## config.mk

```make
export PLATFORM = sky130hd
export DESIGN_NAME = keypad_emulator
export DESIGN_NICKNAME = d
export VERILOG_FILES = /design/src/rtl/vd_pkg.sv /design/src/rtl/keypad_contact_model.sv /design/src/rtl/keypad_emulator.sv
export SDC_FILE = /design/constraint.sdc
export NUM_CORES = 1
export LEC_CHECK = 0
export ABC_CLOCK_PERIOD_IN_PS = 5400
export CAP_MARGIN = 30
export CELL_PAD_IN_SITES_DETAIL_PLACEMENT = 0
export CELL_PAD_IN_SITES_GLOBAL_PLACEMENT = 1
export CORE_MARGIN = 1
export CORE_UTILIZATION = 52
export DETAILED_ROUTE_END_ITERATION = 8
export GPL_TIMING_DRIVEN = 0
export MAX_ROUTING_LAYER = met4
export PLACE_DENSITY = 0.87
export RECOVER_POWER = 50
export SLEW_MARGIN = 20
export SYNTH_ARGS = -nofsm -noshare
export SYNTH_HDL_FRONTEND = slang
export SYNTH_HIERARCHICAL = 1
export SYNTH_SLANG_ARGS = --single-unit
export TNS_END_PERCENT = 10
```

## constraint.sdc

```tcl
create_clock -name fin -period 5.4 [get_ports fin]
set_input_delay 1.08 -clock fin [delete_from_list [all_inputs] [get_ports fin]]
set_output_delay 1.08 -clock fin [all_outputs]
set_load 0.005 [all_outputs]
```

## src/rtl/vd_pkg.sv

```systemverilog
// Shared definitions for the keypad emulator: FSM state encoding, key_code
// field positions and the row one-hot helper.
package vd_pkg;

    typedef enum logic [1:0] {
        IDLE   = 2'd0,
        BOUNCE = 2'd1,
        HOLD   = 2'd2,
        GAP    = 2'd3
    } state_t;

    localparam int KEY_COL_LSB = 2;
    localparam int KEY_ROW_LSB = 0;
    localparam logic [1:0] COL_INVALID = 2'b11;

    function automatic logic [3:0] onehot4(input logic [1:0] row);
        onehot4 = 4'b0001 << row;
    endfunction

endpackage

```

## src/rtl/keypad_contact_model.sv

```systemverilog
// Contact generator for one key press: bounce toggling, hold and release
// timing, reported as a contact level plus phase-end strobes to the FSM.
module keypad_contact_model
    import vd_pkg::*;
#(
    parameter int CW         = 24,
    parameter int BOUNCE_CYC = 64,
    parameter int BOUNCE_TGL = 8,
    parameter int HOLD_CYC   = 200000,
    parameter int GAP_CYC    = 70000
) (
    input  logic   fin,
    input  logic   rst,
    input  logic   start,
    input  state_t phase,
    output logic   contact,
    output logic   bounce_end,
    output logic   hold_end,
    output logic   gap_end
);

    // Terminal counts are clamped at zero so a zero-length phase still ends.
    localparam logic [CW-1:0] BOUNCE_LAST = (BOUNCE_CYC == 0) ? '0 : CW'(BOUNCE_CYC - 1);
    localparam logic [CW-1:0] TGL_LAST    = (BOUNCE_TGL <= 1) ? '0 : CW'(BOUNCE_TGL - 1);
    localparam logic [CW-1:0] HOLD_LAST   = (HOLD_CYC == 0)   ? '0 : CW'(HOLD_CYC - 1);
    localparam logic [CW-1:0] GAP_LAST    = (GAP_CYC == 0)    ? '0 : CW'(GAP_CYC - 1);
    localparam logic [CW-1:0] CNT_MAX     = '1;

    logic [CW-1:0] phase_cnt_r;
    logic [CW-1:0] press_cnt_r;
    logic [CW-1:0] tgl_cnt_r;
    logic          tgl_level_r;

    // Phase-end strobes and the contact level seen by the column drive.
    always_comb begin
        bounce_end = (phase == BOUNCE) && (phase_cnt_r >= BOUNCE_LAST);
        hold_end   = (phase == HOLD)   && (press_cnt_r >= HOLD_LAST);
        gap_end    = (phase == GAP)    && (phase_cnt_r >= GAP_LAST);
        case (phase)
            BOUNCE:  contact = tgl_level_r;
            HOLD:    contact = 1'b1;
            default: contact = 1'b0;
        endcase
    end

    // Phase, total-press and bounce-toggle counters; all saturate, none wrap.
    always_ff @(posedge fin or posedge rst) begin
        if (rst) begin
            phase_cnt_r <= '0;
            press_cnt_r <= '0;
            tgl_cnt_r   <= '0;
            tgl_level_r <= 1'b0;
        end else if (start) begin
            phase_cnt_r <= '0;
            press_cnt_r <= '0;
            tgl_cnt_r   <= '0;
            tgl_level_r <= 1'b1;
        end else begin
            if (bounce_end || hold_end || gap_end) begin
                phase_cnt_r <= '0;
            end else if ((phase != IDLE) && (phase_cnt_r != CNT_MAX)) begin
                phase_cnt_r <= phase_cnt_r + CW'(1);
            end else begin
                phase_cnt_r <= phase_cnt_r;
            end
            // Press time spans bounce and hold, so HOLD_CYC includes the bounce.
            if (((phase == BOUNCE) || (phase == HOLD)) && (press_cnt_r != CNT_MAX)) begin
                press_cnt_r <= press_cnt_r + CW'(1);
            end else begin
                press_cnt_r <= press_cnt_r;
            end
            if (phase == BOUNCE) begin
                if (tgl_cnt_r >= TGL_LAST) begin
                    tgl_cnt_r   <= '0;
                    tgl_level_r <= ~tgl_level_r;
                end else begin
                    tgl_cnt_r   <= tgl_cnt_r + CW'(1);
                    tgl_level_r <= tgl_level_r;
                end
            end else begin
                tgl_cnt_r   <= tgl_cnt_r;
                tgl_level_r <= tgl_level_r;
            end
        end
    end

endmodule

```

## src/rtl/keypad_emulator.sv

```systemverilog
// 4x3 matrix keypad contact emulator: presses one requested key with bounce,
// holds it, releases it, and answers the row scan on the column lines.
module keypad_emulator
    import vd_pkg::*;
#(
    parameter int CW         = 24,
    parameter int BOUNCE_CYC = 64,
    parameter int BOUNCE_TGL = 8,
    parameter int HOLD_CYC   = 200000,
    parameter int GAP_CYC    = 70000,
    parameter int MIN_HITS   = 2
) (
    input  logic       fin,
    input  logic       rst,
    input  logic       req,
    input  logic [3:0] key_code,
    input  logic [3:0] scan,
    output logic [2:0] colum,
    output logic       busy,
    output logic       done,
    output logic       err
);

    localparam logic [CW-1:0] HITS_MAX = '1;
    localparam logic [CW-1:0] HITS_MIN = CW'(MIN_HITS);

    state_t        state_r;
    logic [3:0]    key_r;
    logic [CW-1:0] hits_r;
    logic          gated_prev_r;

    logic          start_s;
    logic          contact_s;
    logic          bounce_end_s;
    logic          hold_end_s;
    logic          gap_end_s;
    logic [1:0]    col_sel_s;
    logic [1:0]    row_sel_s;
    logic          gated_s;
    logic          rise_s;
    logic [CW-1:0] hits_next_s;
    logic [2:0]    colum_next_s;

    keypad_contact_model #(
        .CW         (CW),
        .BOUNCE_CYC (BOUNCE_CYC),
        .BOUNCE_TGL (BOUNCE_TGL),
        .HOLD_CYC   (HOLD_CYC),
        .GAP_CYC    (GAP_CYC)
    ) u_contact (
        .fin        (fin),
        .rst        (rst),
        .start      (start_s),
        .phase      (state_r),
        .contact    (contact_s),
        .bounce_end (bounce_end_s),
        .hold_end   (hold_end_s),
        .gap_end    (gap_end_s)
    );

    // Request acceptance, row match against the scan and the next column value.
    always_comb begin
        col_sel_s = key_r[KEY_COL_LSB +: 2];
        row_sel_s = key_r[KEY_ROW_LSB +: 2];
        // The done cycle is already IDLE, so it is excluded explicitly.
        start_s   = (state_r == IDLE) && req && !done &&
                    (key_code[KEY_COL_LSB +: 2] != COL_INVALID);
        gated_s   = contact_s && (scan == onehot4(row_sel_s));
        rise_s    = gated_s && !gated_prev_r;
        if (rise_s && (hits_r != HITS_MAX)) begin
            hits_next_s = hits_r + CW'(1);
        end else begin
            hits_next_s = hits_r;
        end
        if (gated_s) begin
            case (col_sel_s)
                2'd0:    colum_next_s = 3'b001;
                2'd1:    colum_next_s = 3'b010;
                2'd2:    colum_next_s = 3'b100;
                default: colum_next_s = 3'b000;
            endcase
        end else begin
            colum_next_s = 3'b000;
        end
    end

    // Registered column drive; lags the scan by one cycle.
    always_ff @(posedge fin or posedge rst) begin
        if (rst) begin
            colum        <= 3'b000;
            gated_prev_r <= 1'b0;
        end else begin
            colum        <= colum_next_s;
            gated_prev_r <= gated_s;
        end
    end

    // Press sequencer with hit counting and the busy/done/err flags.
    always_ff @(posedge fin or posedge rst) begin
        if (rst) begin
            state_r <= IDLE;
            key_r   <= 4'b0000;
            hits_r  <= '0;
            busy    <= 1'b0;
            done    <= 1'b0;
            err     <= 1'b0;
        end else begin
            done <= 1'b0;
            case (state_r)
                IDLE: begin
                    if (start_s) begin
                        key_r   <= key_code;
                        hits_r  <= '0;
                        err     <= 1'b0;
                        busy    <= 1'b1;
                        state_r <= (BOUNCE_CYC == 0) ? HOLD : BOUNCE;
                    end else if (req && !done) begin
                        err <= 1'b1;
                    end else begin
                        state_r <= IDLE;
                    end
                end
                BOUNCE: begin
                    hits_r <= hits_next_s;
                    if (bounce_end_s) begin
                        state_r <= HOLD;
                    end else begin
                        state_r <= BOUNCE;
                    end
                end
                HOLD: begin
                    hits_r <= hits_next_s;
                    if (hold_end_s) begin
                        state_r <= GAP;
                        if (hits_next_s < HITS_MIN) begin
                            err <= 1'b1;
                        end else begin
                            err <= err;
                        end
                    end else begin
                        state_r <= HOLD;
                    end
                end
                GAP: begin
                    if (gap_end_s) begin
                        state_r <= IDLE;
                        busy    <= 1'b0;
                        done    <= 1'b1;
                    end else begin
                        state_r <= GAP;
                    end
                end
                default: begin
                    state_r <= IDLE;
                    busy    <= 1'b0;
                end
            endcase
        end
    end

endmodule

```

==> impl_results.md <==
- Status: finished, violations left
- Violated checks: capacitance limit, slew limit
- Number of nets with antenna violations after routing: 0
- Source-to-sink clock delay at the later pin of the worst-skew pair: ~350 ps
- Arrival time reported for the critical path endpoint: 4480 ps
- Detail-routed via count per cell: around 6
- Pins Over Slew Limit: 29
- Worst Hold Class: reg -> reg
- Number of inserted diodes: 0
- EDFF count, synth: 0
- Number of levels in the clock H-tree: 3
- Via count: about 5400
- Total power density per cell area: between 200 and 250 nW/µm²
- Most prevalent standard cell on the critical path: nor2_1
- Antenna violations before repair: 0
- Number of fill cells: around 1000
- Unrepaired setup endpoints after global routing: false
- Category of the most critical setup path: in -> reg
- Most common library cell in the layout ignoring fill and taps: dfrtp_1
- 1st-iter DRT viols: 363
- Clock Root Buffer: clkbuf_16
- Period minus WS final: 4200 ps
- Max IR drop VDD: 205 µV
- Top fanout value on the critical path: 10
- Grt ovf: 0
- Largest area contributor in the synthesized netlist: dfrtp_1
- WL final: 14500 µm
- Area share of the leading cell type in the synthesized netlist: 0.438
- Sequential cell area fraction in the yosys report: 0.438
- Mapped cell area: 6290 µm²
- Required time reported for the critical path endpoint: approximately 5700 ps
- Signed area change from the synthesized netlist to the final layout: 10.6%
- Clock-pin slew on the worst setup and hold paths: ~70 ps
- Buffers inserted by post-CTS timing repair: 0
- Leak pwr: between 3 and 4 nW
- Clock tree from TritonCTS: built
- Register bit total from synthesis: 110
- Setup crit end kind: flip-flop
- Drc violations: 0
- Max_slew headroom: -0.0317
- Cell total after placement: about 900
- Synth Warn #: 6
- Ranking of synthesized cells by area: dfrtp_1 44%, nor2_1 6.0%, nand3_1 4.2%
- Placed cell areas: 6680 µm²
- Final nets: 774
- Area of the core: around 12000 µm²
- Total of max-cap violations: 1
- Fmax: around 240 MHz
- Critical path, cell by cell: clkdlybuf4s50_1, nor2b_1, nand3_1, clkinv_1, clkbuf_1, nor2_1, nor2_1, nand3_1, nor3_1, a31oi_1, nor2_1
- Crit start category: input port
- Post-route non-filler standard cell count: 899
- Mean instance size in the synthesized netlist: just under 9 µm²
- Clock buffers created by TritonCTS: 9
- Final Cell Area: between 6000 and 7000 µm²
- CTS sink cnt: 110
- Post-synthesis async set-or-reset flop share: 1.00
- Pin count of the biggest net entering global routing: 52
- First-pass GRT wire length: 25100 µm
- Clock Tree Buf Depth: 2
- Die Span Y: ~110 µm
- Post-Route Skew: roughly 6.2 ps
- Commonest cells after routing, fill and taps aside: 110 x dfrtp_1, 100 x nor2_1, 61 x nand2_1
- Die boundary width: ~110 µm
- Slowest cell delay on critical path: 580 ps
- Initial core utilization: 0.541
- Global placer's final weighted congestion: 0.979
- Number of port buffers: 16
- Number of standard cells after synthesis: 722
- Final HPWL from detailed placement: approximately 10000 µm
- Number of search-and-repair iterations in the first detailed-routing pass: 5
- Post-Syn Nets: around 750
- Finish-stage setup viols: 0
- Dominant synthesized flop cell: dfrtp_1
- Row cnt: 39
- Number of global-route vias before repair: approximately 5200
- Hold violation total from the final report: 0
- Hold_buf cts: 0
- Die Outline Area: 12500 µm²
- Share of final-layout standard cells stronger than drive strength 1: 0.0608
- Total routing usage reported by global routing: 0.257
- Slew of the pin with the lowest slew margin: 1550 ps
- Critical-path top delay cell: nor3_1
- Reg2Reg Setup Slack: 1820 ps
- Number of library cell types mapped by synthesis: 68
- Number of ports placed on the die boundary: 17
- Setup_tns: 0 ps
- Detailed-route wire length per cell: 16.1 µm
- Number of resized instances in the post-cts repair step: 0
- Share of the clock period used by the worst path after layout: 0.777
[final timing paths]
kind | from | endpoint | cells past startpoint
max reg2reg | state_r[0] | u_contact/tgl_cnt_r[23] | 12
min | key_r[2] | colum[2] | 1
max in group asynchronous | rst | hits_r[15] | 3
min in group asynchronous | rst | hits_r[21] | 2
max | req | u_contact/tgl_cnt_r[23] | 11
min reg2reg | key_r[2] | colum[2] | 1
[sequential cells by signal, indices dropped and copies added (netlist names)]
signal,cells
done,1
key_r,4
u_contact/press_cnt_r,24
u_contact/phase_cnt_r,24
err,1
colum,3
gated_prev_r,1
hits_r,24
busy,1
u_contact/tgl_level_r,1
state_r,2
u_contact/tgl_cnt_r,24
[synthesized netlist by cell type, types with 4 or more instances]
cell	instances
a31oi_1	15
nand4b_1	4
xor2_1	27
a211oi_1	5
a21oi_1	39
nor4_1	18
nor2b_1	4
and3_1	13
o21ai_0	52
or3_1	13
nor3b_1	4
clkbuf_1	16
nor2_1	100
and2_1	8
dfrtp_1	110
nand4_1	19
and4_1	4
buf_2	8
inv_1	25
nor2_2	4
mux2i_1	4
o21a_1	4
nor3_1	18
o31a_1	4
xnor2_1	20
ha_1	12
nand2_1	61
nand3_1	53
[cells by family after synthesis]
| family | count (synthesis) | share of synthesized area |
|---|---|---|
| AOI/OAI and AO/OA | 150 | 0.146 |
| DFF | 110 | 0.438 |
| and+or+nand+nor | 343 | 0.280 |
| muxes | 5 | 0.00816 |
| buffers and inverters | 55 | 0.0380 |
| adders and majority gates | 12 | 0.0239 |
| xor gates and xnor gates | 47 | 0.0655 |
[critical path: cells and delay by family]
family	cells	cell delay (ps)
AOI/OAI and AO/OA	1	170
and+or+nand+nor	7	2080
buffers and inverters	3	1140
[report_power, final]
group	total [mW]	internal, mW	switching, mW
registers	0.824	0.823	0.000272
logic	0.0304	0.00981	0.0206
clock network	0.661	0.361	0.299
[per-layer routing]
layer | global-route usage | vias to the layer above | share of wire
li1 | - | 2643 | -
met4 | 0.0809 | 0 | 0.017
met5 | - | - | 0
met3 | 0.0593 | 31 | 0.057
met1 | 0.333 | 2593 | 0.45
met2 | 0.399 | 152 | 0.48
[layout make-up]
type                       instances  area [µm²]  area share
buffer                            28         138      0.0198
clock buffer                      11         233      0.0335
clock inverter                     5        57.6     0.00828
inverter                          27         103      0.0148
multi-input combinational        557        3300       0.475
sequential                       110        2750       0.396
tap                              143         179      0.0257
timing repair buffer              18         191      0.0275
[stage by stage]
step	setup slack, ps	util	power, mW	hold slack (ps)
3_3_place_gp	829	0.570	0.868	477
4_1_cts	1190	0.600	1.54	502
2_1_floorplan	2180	-	0.854	445
3_5_place_dp	818	0.575	0.874	469
6_report	1200	0.599	1.51	495
5_1_grt	701	0.599	1.57	518
Note: power is estimated with default switching activity, not from simulation.
